<file path="src/rtl/mips_bus_pkg.sv">
// Shared types and helpers for the MIPS Avalon-MM bus master.
package mips_bus_pkg;

    typedef enum logic [1:0] {
        IDLE,
        ISSUE,
        CAPTURE,
        DONE
    } state_e;

    typedef enum logic {
        GNT_FETCH,
        GNT_DATA
    } grant_e;

    localparam int LANE_MAX_W = 512;

    // Reverses the byte order of the low `width` bits; upper bits return zero.
    function automatic logic [LANE_MAX_W-1:0] lane_swap(input logic [LANE_MAX_W-1:0] data,
                                                        input int width);
        logic [LANE_MAX_W-1:0] res;
        int nbytes;
        res    = '0;
        nbytes = width / 8;
        for (int k = 0; k < LANE_MAX_W / 8; k++) begin
            if (k < nbytes) begin
                res[8*k +: 8] = data[8*(nbytes-1-k) +: 8];
            end
        end
        return res;
    endfunction

endpackage

</file>
<file path="src/rtl/mips_bus_lane_swap.sv">
// Combinational byte-lane converter between CPU (big-endian) and bus (little-endian) order.
module mips_bus_lane_swap #(
    parameter int DATA_WIDTH = 32,
    parameter bit BIG_ENDIAN = 1'b1
) (
    input  logic [DATA_WIDTH-1:0] data_i,
    output logic [DATA_WIDTH-1:0] data_o
);

    localparam int NB = DATA_WIDTH / 8;

    generate
        for (genvar gi = 0; gi < NB; gi++) begin : g_lane
            if (BIG_ENDIAN) begin : g_swap
                assign data_o[8*gi +: 8] = data_i[8*(NB-1-gi) +: 8];
            end else begin : g_pass
                assign data_o[8*gi +: 8] = data_i[8*gi +: 8];
            end
        end
    endgenerate

endmodule

</file>
<file path="src/rtl/mips_bus_master.sv">
// Arbitrates the fetch and data ports onto one Avalon-MM master with lane
// conversion, registered read data and an optional wait-state timeout.
module mips_bus_master
    import mips_bus_pkg::*;
#(
    parameter int DATA_WIDTH  = 32,
    parameter int ADDR_WIDTH  = 32,
    parameter bit BIG_ENDIAN  = 1'b1,
    parameter bit ROUND_ROBIN = 1'b0,
    parameter int TIMEOUT     = 0
) (
    input  logic                    clk,
    input  logic                    reset,
    input  logic                    i_req,
    input  logic [ADDR_WIDTH-1:0]   i_addr,
    output logic [DATA_WIDTH-1:0]   i_rdata,
    output logic                    i_done,
    output logic                    i_err,
    input  logic                    d_req,
    input  logic                    d_we,
    input  logic [ADDR_WIDTH-1:0]   d_addr,
    input  logic [DATA_WIDTH-1:0]   d_wdata,
    input  logic [DATA_WIDTH/8-1:0] d_be,
    output logic [DATA_WIDTH-1:0]   d_rdata,
    output logic                    d_done,
    output logic                    d_err,
    output logic                    busy,
    output logic [ADDR_WIDTH-1:0]   address,
    output logic                    read,
    output logic                    write,
    output logic [DATA_WIDTH-1:0]   writedata,
    output logic [DATA_WIDTH/8-1:0] byteenable,
    input  logic                    waitrequest,
    input  logic [DATA_WIDTH-1:0]   readdata
);

    localparam int BE_W  = DATA_WIDTH / 8;
    localparam int CNT_W = (TIMEOUT == 0) ? 1 : $clog2(TIMEOUT + 1);
    localparam logic [ADDR_WIDTH-1:0] ALIGN_MASK = ~ADDR_WIDTH'(BE_W - 1);
    localparam logic [CNT_W-1:0]      CNT_MAX    = '1;
    localparam logic [CNT_W-1:0]      CNT_LIMIT  = CNT_W'(TIMEOUT);

    state_e                  state_q, state_d;
    grant_e                  gnt_q, gnt_d;
    grant_e                  last_gnt_q, last_gnt_d;
    grant_e                  pick;
    logic [CNT_W-1:0]        cnt_q, cnt_d;
    logic                    err_q, err_d;
    logic                    read_q, read_d;
    logic                    write_q, write_d;
    logic [ADDR_WIDTH-1:0]   address_q, address_d;
    logic [DATA_WIDTH-1:0]   writedata_q, writedata_d;
    logic [BE_W-1:0]         byteenable_q, byteenable_d;
    logic [DATA_WIDTH-1:0]   i_rdata_q, i_rdata_d;
    logic [DATA_WIDTH-1:0]   d_rdata_q, d_rdata_d;
    logic [DATA_WIDTH-1:0]   wdata_bus;
    logic [DATA_WIDTH-1:0]   rdata_cpu;

    mips_bus_lane_swap #(.DATA_WIDTH(DATA_WIDTH), .BIG_ENDIAN(BIG_ENDIAN)) u_wr_swap (
        .data_i (d_wdata),
        .data_o (wdata_bus)
    );

    mips_bus_lane_swap #(.DATA_WIDTH(DATA_WIDTH), .BIG_ENDIAN(BIG_ENDIAN)) u_rd_swap (
        .data_i (readdata),
        .data_o (rdata_cpu)
    );

    always_comb begin
        state_d      = state_q;
        gnt_d        = gnt_q;
        last_gnt_d   = last_gnt_q;
        pick         = GNT_FETCH;
        cnt_d        = cnt_q;
        err_d        = err_q;
        read_d       = read_q;
        write_d      = write_q;
        address_d    = address_q;
        writedata_d  = writedata_q;
        byteenable_d = byteenable_q;
        i_rdata_d    = i_rdata_q;
        d_rdata_d    = d_rdata_q;

        unique case (state_q)
            IDLE: begin
                if (i_req || d_req) begin
                    // Round-robin only matters on a tie; it then favours the port not served last.
                    if (d_req && (!i_req || !ROUND_ROBIN || last_gnt_q == GNT_FETCH)) begin
                        pick = GNT_DATA;
                    end
                    gnt_d      = pick;
                    last_gnt_d = pick;
                    state_d    = ISSUE;
                    if (pick == GNT_DATA) begin
                        address_d    = d_addr & ALIGN_MASK;
                        read_d       = !d_we;
                        write_d      = d_we;
                        writedata_d  = wdata_bus;
                        byteenable_d = d_we ? d_be : '1;
                    end else begin
                        address_d    = i_addr & ALIGN_MASK;
                        read_d       = 1'b1;
                        write_d      = 1'b0;
                        byteenable_d = '1;
                    end
                end
            end
            ISSUE: begin
                if (!waitrequest) begin
                    read_d  = 1'b0;
                    write_d = 1'b0;
                    state_d = read_q ? CAPTURE : DONE;
                end else if (TIMEOUT != 0 && cnt_q == CNT_LIMIT) begin
                    read_d  = 1'b0;
                    write_d = 1'b0;
                    err_d   = 1'b1;
                    state_d = DONE;
                end else if (cnt_q != CNT_MAX) begin
                    cnt_d = cnt_q + 1'b1;
                end
            end
            CAPTURE: begin
                if (gnt_q == GNT_DATA) begin
                    d_rdata_d = rdata_cpu;
                end else begin
                    i_rdata_d = rdata_cpu;
                end
                state_d = DONE;
            end
            DONE: begin
                cnt_d   = '0;
                err_d   = 1'b0;
                state_d = IDLE;
            end
            default: state_d = IDLE;
        endcase
    end

    always_ff @(posedge clk) begin
        if (!reset) begin
            state_q      <= IDLE;
            gnt_q        <= GNT_FETCH;
            last_gnt_q   <= GNT_FETCH;
            cnt_q        <= '0;
            err_q        <= 1'b0;
            read_q       <= 1'b0;
            write_q      <= 1'b0;
            address_q    <= '0;
            writedata_q  <= '0;
            byteenable_q <= '0;
            i_rdata_q    <= '0;
            d_rdata_q    <= '0;
        end else begin
            state_q      <= state_d;
            gnt_q        <= gnt_d;
            last_gnt_q   <= last_gnt_d;
            cnt_q        <= cnt_d;
            err_q        <= err_d;
            read_q       <= read_d;
            write_q      <= write_d;
            address_q    <= address_d;
            writedata_q  <= writedata_d;
            byteenable_q <= byteenable_d;
            i_rdata_q    <= i_rdata_d;
            d_rdata_q    <= d_rdata_d;
        end
    end

    assign busy       = (state_q != IDLE);
    assign i_done     = (state_q == DONE) && (gnt_q == GNT_FETCH);
    assign d_done     = (state_q == DONE) && (gnt_q == GNT_DATA);
    assign i_err      = i_done && err_q;
    assign d_err      = d_done && err_q;
    assign i_rdata    = i_rdata_q;
    assign d_rdata    = d_rdata_q;
    assign address    = address_q;
    assign read       = read_q;
    assign write      = write_q;
    assign writedata  = writedata_q;
    assign byteenable = byteenable_q;

endmodule

</file>
<file path="config.mk">
export PLATFORM = sky130hd
export DESIGN_NAME = mips_bus_master
export DESIGN_NICKNAME = d
export VERILOG_FILES = /design/src/rtl/mips_bus_pkg.sv /design/src/rtl/mips_bus_lane_swap.sv /design/src/rtl/mips_bus_master.sv
export SDC_FILE = /design/constraint.sdc
export NUM_CORES = 1
export LEC_CHECK = 0
export ABC_AREA = 1
export BUFFER_PORTS_ARGS = -buffer_cell sky130_fd_sc_hd__buf_2
export CORE_MARGIN = 2
export CORE_UTILIZATION = 42
export DETAILED_ROUTE_END_ITERATION = 16
export PLACE_DENSITY = 0.79
export SYNTH_ARGS = -nofsm -noshare
export SYNTH_HDL_FRONTEND = slang
export SYNTH_HIERARCHICAL = 1
export SYNTH_SLANG_ARGS = --single-unit
</file>
<file path="constraint.sdc">
create_clock -name clk -period 1.25 [get_ports clk]
set_input_delay 0.125 -clock clk [delete_from_list [all_inputs] [get_ports clk]]
set_output_delay 0.125 -clock clk [all_outputs]
set_load 0.1 [all_outputs]
</file>
# After elaboration in Yosys (flattened, before gate mapping)
# Index checks and enable logic that the tools add are counted.
# classes
n_bitwise,1
mux,17
n_eq_ne,5
n_reduce_logical,13
# ops
cell,n
32-bit two-way mux,1
1-bit two-way mux,9
4-bit two-way mux,2
2-bit one-hot mux with 4 select lines,1
2-bit AND reduction,4
3-bit AND reduction,2
"2-bit == test, second input constant",2
2-bit two-way mux,2
"2-bit != test, second input constant",2
1-bit one-hot mux with 2 select lines,2
2-bit nonzero test,2
"2-bit by 1-bit == test with 1-bit output, second input constant",1
1-bit logical AND,2
2-bit zero test,1
1-bit zero test,1
1-bit logical OR,1
1-bit NOT,1
# totals
inputBits,138
word_cells,45
register_bits,137

# Longest topological paths before layout
# Gate-level depths: netlist of run 1.
# logic_depth
depth_word,6
mapped_depth,8
mapped_depth_nobuf,8

# Cells and area by module
# Netlist of run 1, hierarchy kept.
# by_module_without_submodules
mod,n_inst,area_per_inst_um2,seq_area_each_um2,cells_each
mips_bus_master,1,5237.5,2702.6,722
mips_bus_lane_swap,2,240.2,0.0,32

# Least setup slack after synthesis of run 1
# OpenSTA, ideal clock, no wires.
# synth_timing
path_kind,register to output
startpoint,register state_q[0]
endpoint,output i_done
stages_incl_launch_ff,4
setup_slack_ns,-0.708
arrival_time_ns,1.833
path_cell_list,dfxtp_1 ha_1 inv_1 nor2_1
# synth_via
elab_chain_cells,2
# synth_lines
item,line,source
from (decl),mips_bus_master.sv:43,"state_e state_q, state_d;"
from (signal assigned),mips_bus_master.sv:154,state_q <= state_d;
2-bit == test,-,
1-bit logical AND,mips_bus_master.sv:170,assign i_done = (state_q == DONE) && (gnt_q == GNT_FETCH);
to (decl),mips_bus_master.sv:17,"output logic i_done,"
# Every way passes these cells.

# Worst setup path in the final report of run 1
# layout_timing
startpoint,register state_q[1]
endpoint,"register writedata_q[10], in the netlist writedata[10]"
# layout_via
elab_chain_cells,2
# layout_lines
item,line,source
2-bit zero test,mips_bus_master.sv:84,unique case (state_q)
3-bit AND reduction (no source line),-,
to (signal assigned),mips_bus_master.sv:162,writedata_q <= writedata_d;
to (decl),mips_bus_master.sv:52,"logic [DATA_WIDTH-1:0] writedata_q, writedata_d;"
# Every way passes these cells.
# A chain may end at the register's enable or synchronous reset.

==> metrics.yaml, run 1 <==
status:
  outcome: "finished with violations"
  violations: "setup timing"
yosys:
  ys_seq_elements: 135
  yosys-mux-area-fraction_pct: 0
  synthAdderAreaFrac_pct: 1.09
  syn_area_mm2: 0.00572
  syn_avg_cell_area_um2: 7.27
  synth_cells: 786
  ys_seq_area_share_pct: 47.3
  synth_compound_area_share_pct: 14.7
  synthXorXnorAreaFrac_pct: 0
  ys.warnings.count: 6
  synthSimpleGateAreaFrac_pct: 21.2
  synthDistinctLibCells: 19
  synth_top_family_by_area: "simple AND/OR/NAND/NOR gates"
global_routing:
  track_usage_pct: 27.4
  antenna_found_initial: 0
  first_global_vias: 6340
  grt_max_degree: 75
  grt_pass1_wl_mm: 31.0
  grt-ovfl-total: 0
clocking:
  cts_htree_levels: 4
  clk_pin_slew_ns: 0.06
  cts_buffers: 17
  clk_latency_ns: 0.42
  cts_tree: "done"
  cts_buffer_depth: 2
  clkSinkCount: 135
  cts_root_buf: "clkbuf_16"
routing:
  drc: 0
  drt-pass1-iter-count: 5
  wl_per_cell_um: 17.6
  vias_per_cell: 5.04
  via_count: 6422
  antenna_left: 0
  wl_mm: 22.4
  drtIter0Drc: 407
layout:
  nNetsFinal: 1231
  drive_above_1_share_pct: 49.5
  layout_commonest_cell: "nor2_1"
  area_growth_pct: 77.1
  layout.cells.most_common_list: "178 x nor2_1, 133 x buf_2, 118 x buf_4"
  final_util_pct: 76.2
sta:
  fmax_mhz: 652
  fin_setup_tns_ns: -22.86
  whs_ns: 0.0138
  rsz0062_at_grt: "true"
  finClkSkew_ns: 0.00966
  finalSetupViolations: 130
  period_share_pct: 123
  setup_slack_ns: -0.283
  drv_slew: 0
  finalHoldViolCount: 0
  timing.final.crit_period_ns: 1.53
worst_hold_path:
  hold_path_class: "primary input to flop"
die:
  io_pins: 277
  fp.coreArea_mm2: 0.0133
  die_area_mm2: 0.0146
  die_h_um: 121
  initial_core_util_pct: 43.0
  dieWidth_um: 121
  num_rows: 42
placement:
  hpwl_mm: 10.6
  place.gp.congestion: 0.795
  portBuffers: 268
critical_path:
  crit_type: "flop to flop"
  endpoint_kind: "flop"
  start_kind: "flop"
  cp.required_ns: 1.56
  cp_max_fo: 8
  arrival_ns: 1.84
power:
  finalPower_mw: 30.9
  powerDensity_mw_per_mm2: 3050
  ir_drop_v: 0.00222
  p_leak_nw: 4.67
run:
  maxCapViolCount: 0
==> synth_stat cells <==
library cell | number | area, um^2
clkbuf_1 | 24 | 90.1
nor2_1 | 260 | 976
a21oi_1 | 7 | 35.0
buf_1 | 1 | 3.75
ha_1 | 5 | 62.6
buf_2 | 16 | 80.1
buf_6 | 1 | 11.3
buf_4 | 71 | 533
nand4_1 | 1 | 6.26
nand3_1 | 3 | 15.0
o21ai_1 | 1 | 5.00
nor2_4 | 2 | 22.5
o21ai_0 | 160 | 801
nand2_1 | 50 | 188
inv_1 | 45 | 169
inv_2 | 2 | 7.51
dfxtp_1 | 135 | 2700
nand2_2 | 1 | 6.26
conb_1 | 1 | 3.75
==> timing repair <==
item,CTS,global route
endpoints found under the setup margin,239,144
setup buffers,15,8
hold buffers,65,0
gates cloned,18,2
pin swaps,12,46
hold endpoints to repair,91,0
resized for setup,238,250
==> metrics by stage <==
stage / cells / setup WS (ns) / area [um^2]
after detailed placement: 1142 / -0.0911 / 6980
final: 1275 / -0.283 / 10100
after floorplan: 789 / -0.0907 / 5840
after global placement: 1142 / -0.0572 / 6980
after CTS: 1268 / -0.241 / 9360
after global routing: 1274 / -0.339 / 10100
==> per-layer routing <==
layer  up-vias  GRT usage [%]  part of all wire, %
li1       3023              -                    -
met3       108           6.70                  6.3
met5         -              0                    0
met4         0           17.4                  5.8
met2       320           47.9                   52
met1      2971           29.5                   36
==> path summary, 6_finish.rpt <==
check | from | end | slack [ns] | depth (start not counted)
setup / recovery | state_q[1]$_SDFFE_PN0P_ | writedata[10]$_SDFFE_PN0P_ | -0.28 | 8
hold / removal | d_be[1] | byteenable[1]$_SDFFE_PN0P_ | 0.01 | 3
setup reg to reg | state_q[1]$_SDFFE_PN0P_ | writedata[10]$_SDFFE_PN0P_ | -0.28 | 8
hold reg to reg | byteenable[3]$_SDFFE_PN0P_ | byteenable[3]$_SDFFE_PN0P_ | 0.46 | 2
==> registers in the layout (all words and copies together) (netlist names) <==
name	count
state_q	2
writedata	32
read	1
gnt_q	1
address	30
byteenable	4
i_rdata	32
write	1
d_rdata	32
==> worst max-delay path: stages, from the launching register on <==
cell	delay, ns
dfxtp_4	0.38
inv_4	0.06
ha_4	0.19
buf_6	0.14
nand2_8	0.13
clkinv_8	0.08
bufbuf_16	0.28
nor2_4	0.09
nor2_1	0.06
==> logic make-up after synthesis <==
family / count (synthesis)
AOI/OAI and AO/OA: 168
adders and majority gates: 5
buffers and inverters: 160
DFF: 135
other: 1
and+or+nand+nor: 317
==> layout make-up <==
class / instances / area, um^2
Sequential cell: 135 / 2750
Antenna cell: 1 / 2.50
Multi-Input combinational cell: 495 / 2870
Fill cell: 834 / 3170
Clock inverter: 3 / 40.0
Timing Repair inverter: 3 / 52.6
Inverter: 47 / 234
Timing Repair Buffer: 389 / 3430
Tap cell: 176 / 220
Clock buffer: 26 / 519
==> report_power, final <==
group          total [mW]  switching [mW]  internal (mW)
Clock                4.82            1.81           3.01
Combinational        19.5            13.6           5.89
Sequential           6.58           0.967           5.61
Total                30.9            16.4           14.5
Power figures use the tool's default switching activity.
==> run 2, diff against run 1 <==
- CAP_MARGIN: not set -> 20
- CELL_PAD_IN_SITES_DETAIL_PLACEMENT: not set -> 1
- CELL_PAD_IN_SITES_GLOBAL_PLACEMENT: not set -> 1
- CORE_UTILIZATION: 42 -> 28
- PLACE_DENSITY: 0.79 -> 0.77
- SETUP_SLACK_MARGIN: not set -> 0.4
==> metrics.yaml, run 2 (synthesis gave the netlist of run 1 again) <==
placement:
  place.gp.congestion: 0.763
  portBuffers: 268
  preCtsSetupSlack_ns: -0.228
  placed_cells: 1236
  placed_area_mm2: 0.00723
  hpwl_mm: 12.4
die:
  fp.coreArea_mm2: 0.0202
  io_pins: 277
  num_rows: 52
  dieWidth_um: 147
  initial_core_util_pct: 28.3
  die_h_um: 147
  die_area_mm2: 0.0216
sta:
  finalHoldViolCount: 0
  period_share_pct: 131
  finClkSkew_ns: 0.0121
  finalSetupViolations: 138
  timing.final.crit_period_ns: 1.64
  fmax_mhz: 610
  setup_slack_ns: -0.390
  drv_slew: 0
  rsz0062_at_grt: "true"
global_routing:
  grt_max_degree: 67
  grt_pass1_wl_mm: 33.4
  antenna_found_initial: 0
  grt-ovfl-total: 0
  track_usage_pct: 19.5
  first_global_vias: 6444
layout:
  drive_above_1_share_pct: 55.8
  diodes: 0
  layout_commonest_cell: "nor2_1"
  nFillCells: 2185
  postLayoutCellArea_mm2: 0.0116
  layout.cells.most_common_list: "214 x nor2_1, 147 x buf_12, 132 x buf_2"
  final_util_pct: 57.4
  area_growth_pct: 102
  nNetsFinal: 1243
  finalNonFillerCells: 1383
clocking:
  cts_htree_levels: 4
  cts_root_buf: "clkbuf_16"
  clk_pin_slew_ns: 0.06
  cts_buffer_depth: 2
  cts_tree: "done"
  clk_latency_ns: 0.42
  cts_buffers: 17
  clkSinkCount: 135
routing:
  antenna_left: 0
  vias_per_cell: 4.69
  wl_per_cell_um: 20.6
  via_count: 6492
  wl_mm: 28.5
  drt-pass1-iter-count: 4
  drtIter0Drc: 245
  drc: 0
critical_path:
  cp_max_fo: 17
  start_kind: "flop"
  cp.required_ns: 1.54
  crit_type: "flop to flop"
  arrival_ns: 1.93
  endpoint_kind: "flop"
status:
  violations: "setup timing"
  outcome: "finished with violations"
power:
  p_leak_nw: 5.08
  powerDensity_mw_per_mm2: 2890
  ir_drop_v: 0.00134
worst_hold_path:
  hold_path_class: "primary input to flop"
run:
  maxCapViolCount: 0
[run 2: cell types whose count changed in the layout (fill, tap and decap cells not counted), sizes merged]
cell | before | now
diode | 1 | 0
clkinvlp | 1 | 4
inv | 46 | 51
nand2 | 52 | 51
clkbuf | 26 | 20
bufbuf | 3 | 0
buf | 321 | 338
[run 2: where the power goes]
| group | total (mW) | internal, mW | switching, mW |
|---|---|---|---|
| clock | 4.99 | 2.87 | 2.12 |
| combinational | 21.2 | 7.82 | 13.4 |
| sequential | 7.29 | 5.86 | 1.43 |
[run 2: timing repair]
item | in CTS | in global routing
setup endpoints to repair | 270 | 270
buffers inserted | 7 | 34
pin swaps | 19 | 28
hold buffers | 65 | 0
gates cloned | 8 | 1
gates resized for setup | 162 | 768
endpoints found under the hold margin | 97 | 0
[run 2: path summary, 6_finish.rpt]
kind                            cells past startpoint  slack (ns)                    endpoint                       start
worst max-delay path                               11       -0.39    address[24]$_SDFFE_PN0P_     state_q[1]$_SDFFE_PN0P_
worst min-delay path                                3        0.04  writedata[10]$_SDFFE_PN0P_                 d_wdata[18]
worst max register to register                     11       -0.39    address[24]$_SDFFE_PN0P_     state_q[1]$_SDFFE_PN0P_
worst min register to register                      2        0.48  byteenable[0]$_SDFFE_PN0P_  byteenable[0]$_SDFFE_PN0P_
[run 2: area by class of cell]
type                            count  area [um^2]  share of cell area [%]
Timing Repair inverter              1         20.0                   0.173
Multi-Input combinational cell    494         2580                    22.3
Sequential cell                   135         2940                    25.4
Inverter                           47          228                    1.97
Tap cell                          270          338                    2.92
Clock inverter                     13          120                    1.04
Timing Repair Buffer              404         4900                    42.3
Clock buffer                       19          453                    3.91
[run 2: critical path, cell delays in order, from the launching register on]
cell	delay [ns]
dfxtp_2	0.33
inv_2	0.08
ha_4	0.17
buf_12	0.12
inv_12	0.03
buf_12	0.11
nor2_4	0.12
buf_12	0.17
buf_12	0.13
inv_16	0.06
nor2_1	0.13
nor2_1	0.07
[run 2: through the flow]
stage                     TNS (ns)  power [mW]  hold slack [ns]
final                       -23.74        33.5           0.0374
after global routing        -33.07        34.7           0.0198
after CTS                   -30.48        27.6          0.00194
after detailed placement    -17.91        20.7            0.366
after global placement      -11.81        20.5            0.368
after floorplan             -0.983        18.0            0.309
[run 2: routing by layer]
metal	up-vias	share of wire [%]	track usage, %
met5	-	0	0
met4	0	3.1	6.30
met3	55	5.7	5.43
met2	248	55	37.2
met1	3159	36	20.6
li1	3030	-	-
